File: config.mk
export PLATFORM = sky130hd
export DESIGN_NAME = alu_arbiter
export DESIGN_NICKNAME = d
export VERILOG_FILES = /design/src/rtl/alu_arbiter.sv
export SDC_FILE = /design/constraint.sdc
export NUM_CORES = 1
export LEC_CHECK = 0
export ABC_AREA = 1
export CAP_MARGIN = 15
export CORE_ASPECT_RATIO = 2
export CORE_MARGIN = 5
export CORE_UTILIZATION = 42
export DETAILED_ROUTE_END_ITERATION = 10
export GPL_TIMING_DRIVEN = 0
export PLACE_DENSITY = 0.87
export SYNTH_ARGS = -nofsm -noshare
export SYNTH_HDL_FRONTEND = slang
export SYNTH_SLANG_ARGS = --single-unit
File: constraint.sdc
create_clock -name CLK -period 2.21 [get_ports CLK]
set_input_delay 0.442 -clock CLK [delete_from_list [all_inputs] [get_ports CLK]]
set_output_delay 0.442 -clock CLK [all_outputs]
set_load 0.01 [all_outputs]
File: src/rtl/alu_arbiter.sv
// alu_arbiter: lets two requesters take turns on one shared combinational ALU.
//
// Each operation runs through three phases:
//    accept  - the request is latched (cycle N)
//    execute - the ALU result is captured (cycle N+1)
//    respond - the captured result is offered (from cycle N+2 until taken)
//
// Build option:
//    ALU_ARB_RR_EN defined   - round-robin tie-break. The requester that was
//                              not granted last time wins a tie.
//    ALU_ARB_RR_EN undefined - fixed priority. Requester 0 wins every tie.
//
// Ports:
//    CLK, nRST                  clock; asynchronous active-low reset
//    req_valid/req_ready        per-requester request handshake (ready is one-hot or zero)
//    req_op, req_a, req_b       per-requester opcode and operands
//    rsp_valid/rsp_ready        per-requester response handshake (valid is one-hot or zero)
//    rsp_result, rsp_flags      registered result and {overflow, zero, negative}
//    alu_op, alu_a, alu_b       operands to the shared ALU, driven only from the latches
//    alu_result, alu_negative,
//    alu_zero, alu_overflow     outputs of the shared ALU
//    busy                       high whenever the arbiter is not idle

package cpu_types_pkg;
   localparam int WORD_W = 32;
   typedef logic [3:0] aluop_t;
   localparam aluop_t ALU_ADD = 4'h0;
   localparam aluop_t ALU_SUB = 4'h1;
   localparam aluop_t ALU_AND = 4'h2;
   localparam aluop_t ALU_OR  = 4'h3;
   localparam aluop_t ALU_XOR = 4'h4;
endpackage

// state | meaning
// IDLE  | waiting for a request; the winner's req_ready is raised combinationally
// EXEC  | latched operation drives the ALU; its result is captured at the end of the cycle
// RESP  | rsp_valid[grant] is held until rsp_ready[grant] is seen
module alu_arbiter #(
   parameter int  WORD_W = cpu_types_pkg::WORD_W,
   localparam int NREQ   = 2
) (
   input  logic                                CLK,
   input  logic                                nRST,
   input  logic [NREQ-1:0]                     req_valid,
   output logic [NREQ-1:0]                     req_ready,
   input  cpu_types_pkg::aluop_t [NREQ-1:0]    req_op,
   input  logic [NREQ-1:0][WORD_W-1:0]         req_a,
   input  logic [NREQ-1:0][WORD_W-1:0]         req_b,
   output logic [NREQ-1:0]                     rsp_valid,
   input  logic [NREQ-1:0]                     rsp_ready,
   output logic [WORD_W-1:0]                   rsp_result,
   output logic [2:0]                          rsp_flags,
   output cpu_types_pkg::aluop_t               alu_op,
   output logic [WORD_W-1:0]                   alu_a,
   output logic [WORD_W-1:0]                   alu_b,
   input  logic [WORD_W-1:0]                   alu_result,
   input  logic                                alu_negative,
   input  logic                                alu_zero,
   input  logic                                alu_overflow,
   output logic                                busy
);

   typedef enum logic [1:0] {
      IDLE = 2'd0,
      EXEC = 2'd1,
      RESP = 2'd2
   } state_t;

   state_t                state, state_nxt;
   logic                  last_grant;
   logic                  winner;
   logic                  accept;
   cpu_types_pkg::aluop_t op_q;
   logic [WORD_W-1:0]     a_q, b_q;

   // Only the tie case depends on the build option; a lone requester always wins.
   always_comb begin
      winner = 1'b0;
      if (req_valid == 2'b10) begin
         winner = 1'b1;
      end else if (req_valid == 2'b11) begin
`ifdef ALU_ARB_RR_EN
         winner = ~last_grant;
`else
         winner = 1'b0;
`endif
      end
   end

   always_ff @(posedge CLK or negedge nRST) begin
      if (!nRST) state <= IDLE;
      else       state <= state_nxt;
   end

   // nRST gates req_ready. The state register is already IDLE during reset,
   // so without the gate a valid request could still see ready while reset is low.
   always_comb begin
      state_nxt = state;
      req_ready = '0;
      rsp_valid = '0;
      accept    = 1'b0;
      case (state)
         IDLE: begin
            if (|req_valid) begin
               accept            = nRST;
               req_ready[winner] = nRST;
               state_nxt         = EXEC;
            end
         end
         EXEC: state_nxt = RESP;
         RESP: begin
            rsp_valid[last_grant] = 1'b1;
            if (rsp_ready[last_grant]) state_nxt = IDLE;
         end
         default: state_nxt = IDLE;
      endcase
   end

   // last_grant also serves as the grant index of the operation in flight.
   always_ff @(posedge CLK or negedge nRST) begin
      if (!nRST) begin
         last_grant <= 1'b1;
         op_q       <= 4'b0000;
         a_q        <= '0;
         b_q        <= '0;
         rsp_result <= '0;
         rsp_flags  <= '0;
      end else begin
         if (accept) begin
            last_grant <= winner;
            op_q       <= req_op[winner];
            a_q        <= req_a[winner];
            b_q        <= req_b[winner];
         end
         if (state == EXEC) begin
            rsp_result <= alu_result;
            rsp_flags  <= {alu_overflow, alu_zero, alu_negative};
         end
      end
   end

   assign alu_op = op_q;
   assign alu_a  = a_q;
   assign alu_b  = b_q;
   assign busy   = (state != IDLE);

endmodule

Yosys cells after proc, flatten, opt, wreduce, memory -nomap -nowiden
Cells that the tools add are included.
W data, S select, Z words.
- order comparisons: 4
- equal/unequal tests: 5
- muxes and demuxes: 21
- bitwise gates (word level): 1
- reductions and logical operators: 6
- operator list (operator ; number):
    $mux W32 ; 4
    $mux W2 ; 5
    $mux W4 ; 2
    $mux W1 ; 7
    $pmux W2 S3 ; 1
    $eq A2 B2 Y1 const B ; 2
    $lt A1 B2 Y1 const B ; 2
    $ne A2 B2 Y1 const B ; 2
    $and A2 B2 Y2 ; 1
    $demux W1 S1 ; 2
    $eq A2 B1 Y1 const B ; 1
    $ge A1 B1 Y1 const B ; 2
    $logic_and A1 B1 Y1 ; 2
    $logic_not A2 Y1 ; 1
    $reduce_and A2 Y1 ; 1
    $reduce_bool A2 Y1 ; 1
    $reduce_or A2 Y1 ; 1
- bits in registers: 106
- input port bits: 177
- output and inout bits: 108
- logic and storage cells: 44

Depth between registers and ports, before layout
- word-level depth: 9
- depth in mapped cells: 8
- depth with buffers taken out: 6

Worst setup path after synthesis
No wires, ideal clock.
- path type: input -> output
- start point: input port req_valid[1]
- end point: output port req_ready[1]
- arrival time: 1.089 ns
- data required time: 1.768 ns
- setup slack: 0.679 ns
- stages: 4
- path buffers: 2
- path through: buf_4 -> clkbuf_1 -> nand4_1 -> inv_1
- cells in the longest elaborated chain, start to end: 9
- elaborated cells between the ends (all ways): 11
- those cells by class: order compare (2); eq/ne (1); mux (5); bitwise (1); reduce/logical (2)
- RTL lines (element ; RTL line ; RTL):
    from (decl) ; 44 ; input logic [NREQ-1:0] req_valid,
    $eq A2 B2 Y1 ; 79 ; if (req_valid == 2'b10) begin
    $mux W1 ; 79 ;
    $lt A1 B2 Y1 (implied by the code) / $ge A1 B1 Y1 (equally long branches) ; 106 ; req_ready[winner] = nRST;
    $logic_and A1 B1 Y1 (implied by the code) ; 106 ;
    $mux W1 (implied by the code) ; 106 ;
    $demux W1 S1 ; 106 ;
    $and A2 B2 Y2 (no line) ; - ;
    $mux W2 * ; 104 ; if (|req_valid) begin
    $mux W2 * ; 102 ; case (state)
    to (decl) ; 45 ; output logic [NREQ-1:0] req_ready,
Every way passes the cells marked *; elsewhere a longest branch is shown, timed or not.

Final worst setup path
- start point: register state[0]
- end point: output port rsp_valid[1]
- cells in the longest elaborated chain, start to end: 2
- RTL lines (element ; RTL line ; RTL):
    from (decl) ; 69 ; state_t state, state_nxt;
    from (signal assigned) ; 92 ; else state <= state_nxt;
    $eq A2 B2 Y1 ; 102 ;
    $mux W2 ; 102 ;
    to (decl) ; 49 ; output logic [NREQ-1:0] rsp_valid,
Every way passes these cells.

==> results <==
[stage by stage]
step                utilization [%]  TNS [ns]
finish                         71.9         0
floorplan                         -         0
global route                   71.9         0
global placement               68.7   -635.17
CTS                            71.9         0
detailed placement             68.9     -4.01
[cell usage in the layout (no fill, tap or decap), types with 2 or more instances in the layout]
cell type          n
dlygate4sd2_1      2
buf_16             3
clkinvlp_4         2
buf_6              3
dfrtp_1          105
nand3_1          104
buf_4              7
inv_2              3
clkbuf_1          20
nor2_2             2
clkdlybuf4s50_1  278
nor2_1             3
nand2_1          419
inv_1              3
buf_2             14
clkbuf_16          9
inv_8              2
dlymetal6s2s_1     2
[area by class of cell]
| cell class | instances | area (sq um) | area share, % |
|---|---|---|---|
| Buffer | 44 | 228 | 2.69 |
| Sequential cell | 106 | 2650 | 31.4 |
| Timing Repair Buffer | 286 | 2920 | 34.4 |
| Clock buffer | 9 | 225 | 2.66 |
| Clock inverter | 6 | 76.3 | 0.902 |
| Multi-Input combinational cell | 533 | 2150 | 25.5 |
| Inverter | 7 | 28.8 | 0.340 |
| Tap cell | 145 | 181 | 2.14 |
[layer usage]
metal  share of wire [%]  vias to the layer above  GRT usage [%]
li1                    -                     2743              -
met1                  34                     2584           25.4
met2                  52                      262           45.9
met3                 8.4                       61           7.35
met4                 5.4                        0           12.6
met5                   0                        -              0
[worst max-delay path: stages, from the launching register on]
cell and delay (ns):
dfrtp_1 0.39, buf_2 0.19, nor2_2 0.14, inv_1 0.06, nor2_1 0.14, dlygate4sd2_1 0.29
[cells by family after synthesis]
logic type             synth area share [%]
buffers and inverters                  5.16
DFF                                    52.4
and+or+nand+nor                        42.3
AOI/OAI and AO/OA                     0.197
[where the power goes]
part           internal, mW  switching, mW
Clock                 0.891          0.743
Combinational          2.42           2.31
Sequential             2.86          0.494
Total                  6.17           3.55
[synth_stat cells]
library cell / number
o21ai_1: 1
dfrtp_1: 105
buf_1: 1
inv_2: 4
clkbuf_1: 22
nor2_1: 4
nand3_2: 1
buf_2: 14
buf_4: 6
nand3_1: 104
nand4_1: 1
nor2_4: 1
buf_6: 3
nor2_2: 1
a21oi_1: 1
nand2_1: 419
dfstp_2: 1
inv_1: 3
[registers in the layout, summed over array words and instances, names as in the netlist]
signal and flops:
alu_a 32, alu_b 32, state 2, rsp_flags 3, alu_op 4, last_grant 1, rsp_result 32
[repair_timing]
| action | in CTS | in global routing |
|---|---|---|
| hold buffers | 1 | 0 |
| setup buffers | 1 | 0 |
| gates resized for setup | 8 | 2 |
| endpoints found under the hold margin | 49 | 0 |
| setup endpoints to repair | 4 | 2 |
[worst max-delay path by stage]
| stage | depth (start not counted) | end | slack (ns) |
|---|---|---|---|
| 6_report | 5 | rsp_valid[1] | 0.22 |
| 5_1_grt | 5 | rsp_valid[1] | 0.1 |
| 4_1_cts | 5 | rsp_valid[0] | 0.003 |
| 3_5_place_dp | 6 | req_ready[1] | -0.54 |
| 3_3_place_gp | 6 | alu_op[2] | -3.94 |
| 2_1_floorplan | 4 | req_ready[1] | 0.68 |
==> metrics.txt <==
IO buf count 283; Avg Inst Size Synth 7.32 sq um; fill count roughly 940; yosys synthesis warning count 0; Die Width 87.7 um; global-route usage over all layers 25.2%; # IOs 285; routed vias 5650; CTS clk-pin slew, worst paths 0.08 ns; Vert. Die Dim ~170 um; Num CTS Buffers 9; critical path class reg2out; WP data required 1.77 ns; Die Area 0.0145 sq mm; Initial Utilization 43.0%; Power Density 1150 mW/mm^2; Slew Viols, Final 0; worst setup margin 0.216 ns; Clock Skew between 0.01 and 0.015 ns; Yosys top cell area share 51.9%; DR pass1 iterations 5; CP Data Arrival Time 1.55 ns; CTS Root Cell clkbuf_16; status completed; FF-to-FF Start state[1]; DRC 0; post-synthesis cell count slightly below 700; MaxCap Viol Count 0; Hold Path Class in2async; Placer Congestion 0.881; number of global-route vias before repair 5679; Yosys top cell by area dfrtp_1; final std cells w/o fill 1136; Rel. slew slack 67.2%; largest net degree at the start of global routing 60; Final min period 1.99 ns; Crit Reg-Reg Endpoint alu_a[25]; Setup WS pre-CTS -0.545 ns; FF-to-FF path depth 6; main area contributors after synthesis dfrtp_1 52%, nand2_1 31%, nand3_1 10%, clkbuf_1 1.6%, buf_2 1.4%; Lkg Pwr 4.28 nW; share of cells above drive strength 1 under 10%; CTS Sinks ~110; dpl cell area 0.00811 sq mm; fin crit share 90.2%; Post-Syn Nets 869; critical-path maximum fanout 10; DPL Wire Length 14700 um; Worst-Margin Slew between 0.4 and 0.5 ns; Max rail drop VDD just under 900 uV; # diodes 0; register area share after synthesis 52.4%; FF-to-FF setup slack 0.73 ns; grt ovf 0; Avg WL per Cell 16.3 um; Hold Slack ~0.075 ns; clock latency on the worst-skew pair 0.35 ns; clock tree buffer depth 2; aggregate routed wire length 18500 um; Worst setup SP type flop; Hold Vio Cnt, Final 0; CTS tree done; ANT nets after route 0; H-tree Lvls 3; Crit. End Element output pin; first-pass GRT wire length 28100 um; detail-routed via count per cell around 5.0; NumNets Final around 1200; Pwr Total about 9.7 mW; FF+latch count, synth 106; initial antenna violation count 0; Area growth syn-to-layout 67.0%; Worst Setup SP state[0]; Cell variety after synth 18; RSZ-0062 raised after global routing no; final instance area between 0.008 and 0.009 sq mm; # setup viols final 0; Cell Rows 56; Fmax achieved 0.501 GHz; Core Box Area 0.0118 sq mm; initial drt markers 229; mapped cell area approximately 0.0051 sq mm; DP Cell Count 1121
No activity file was read; power rests on OpenSTA's default activity.
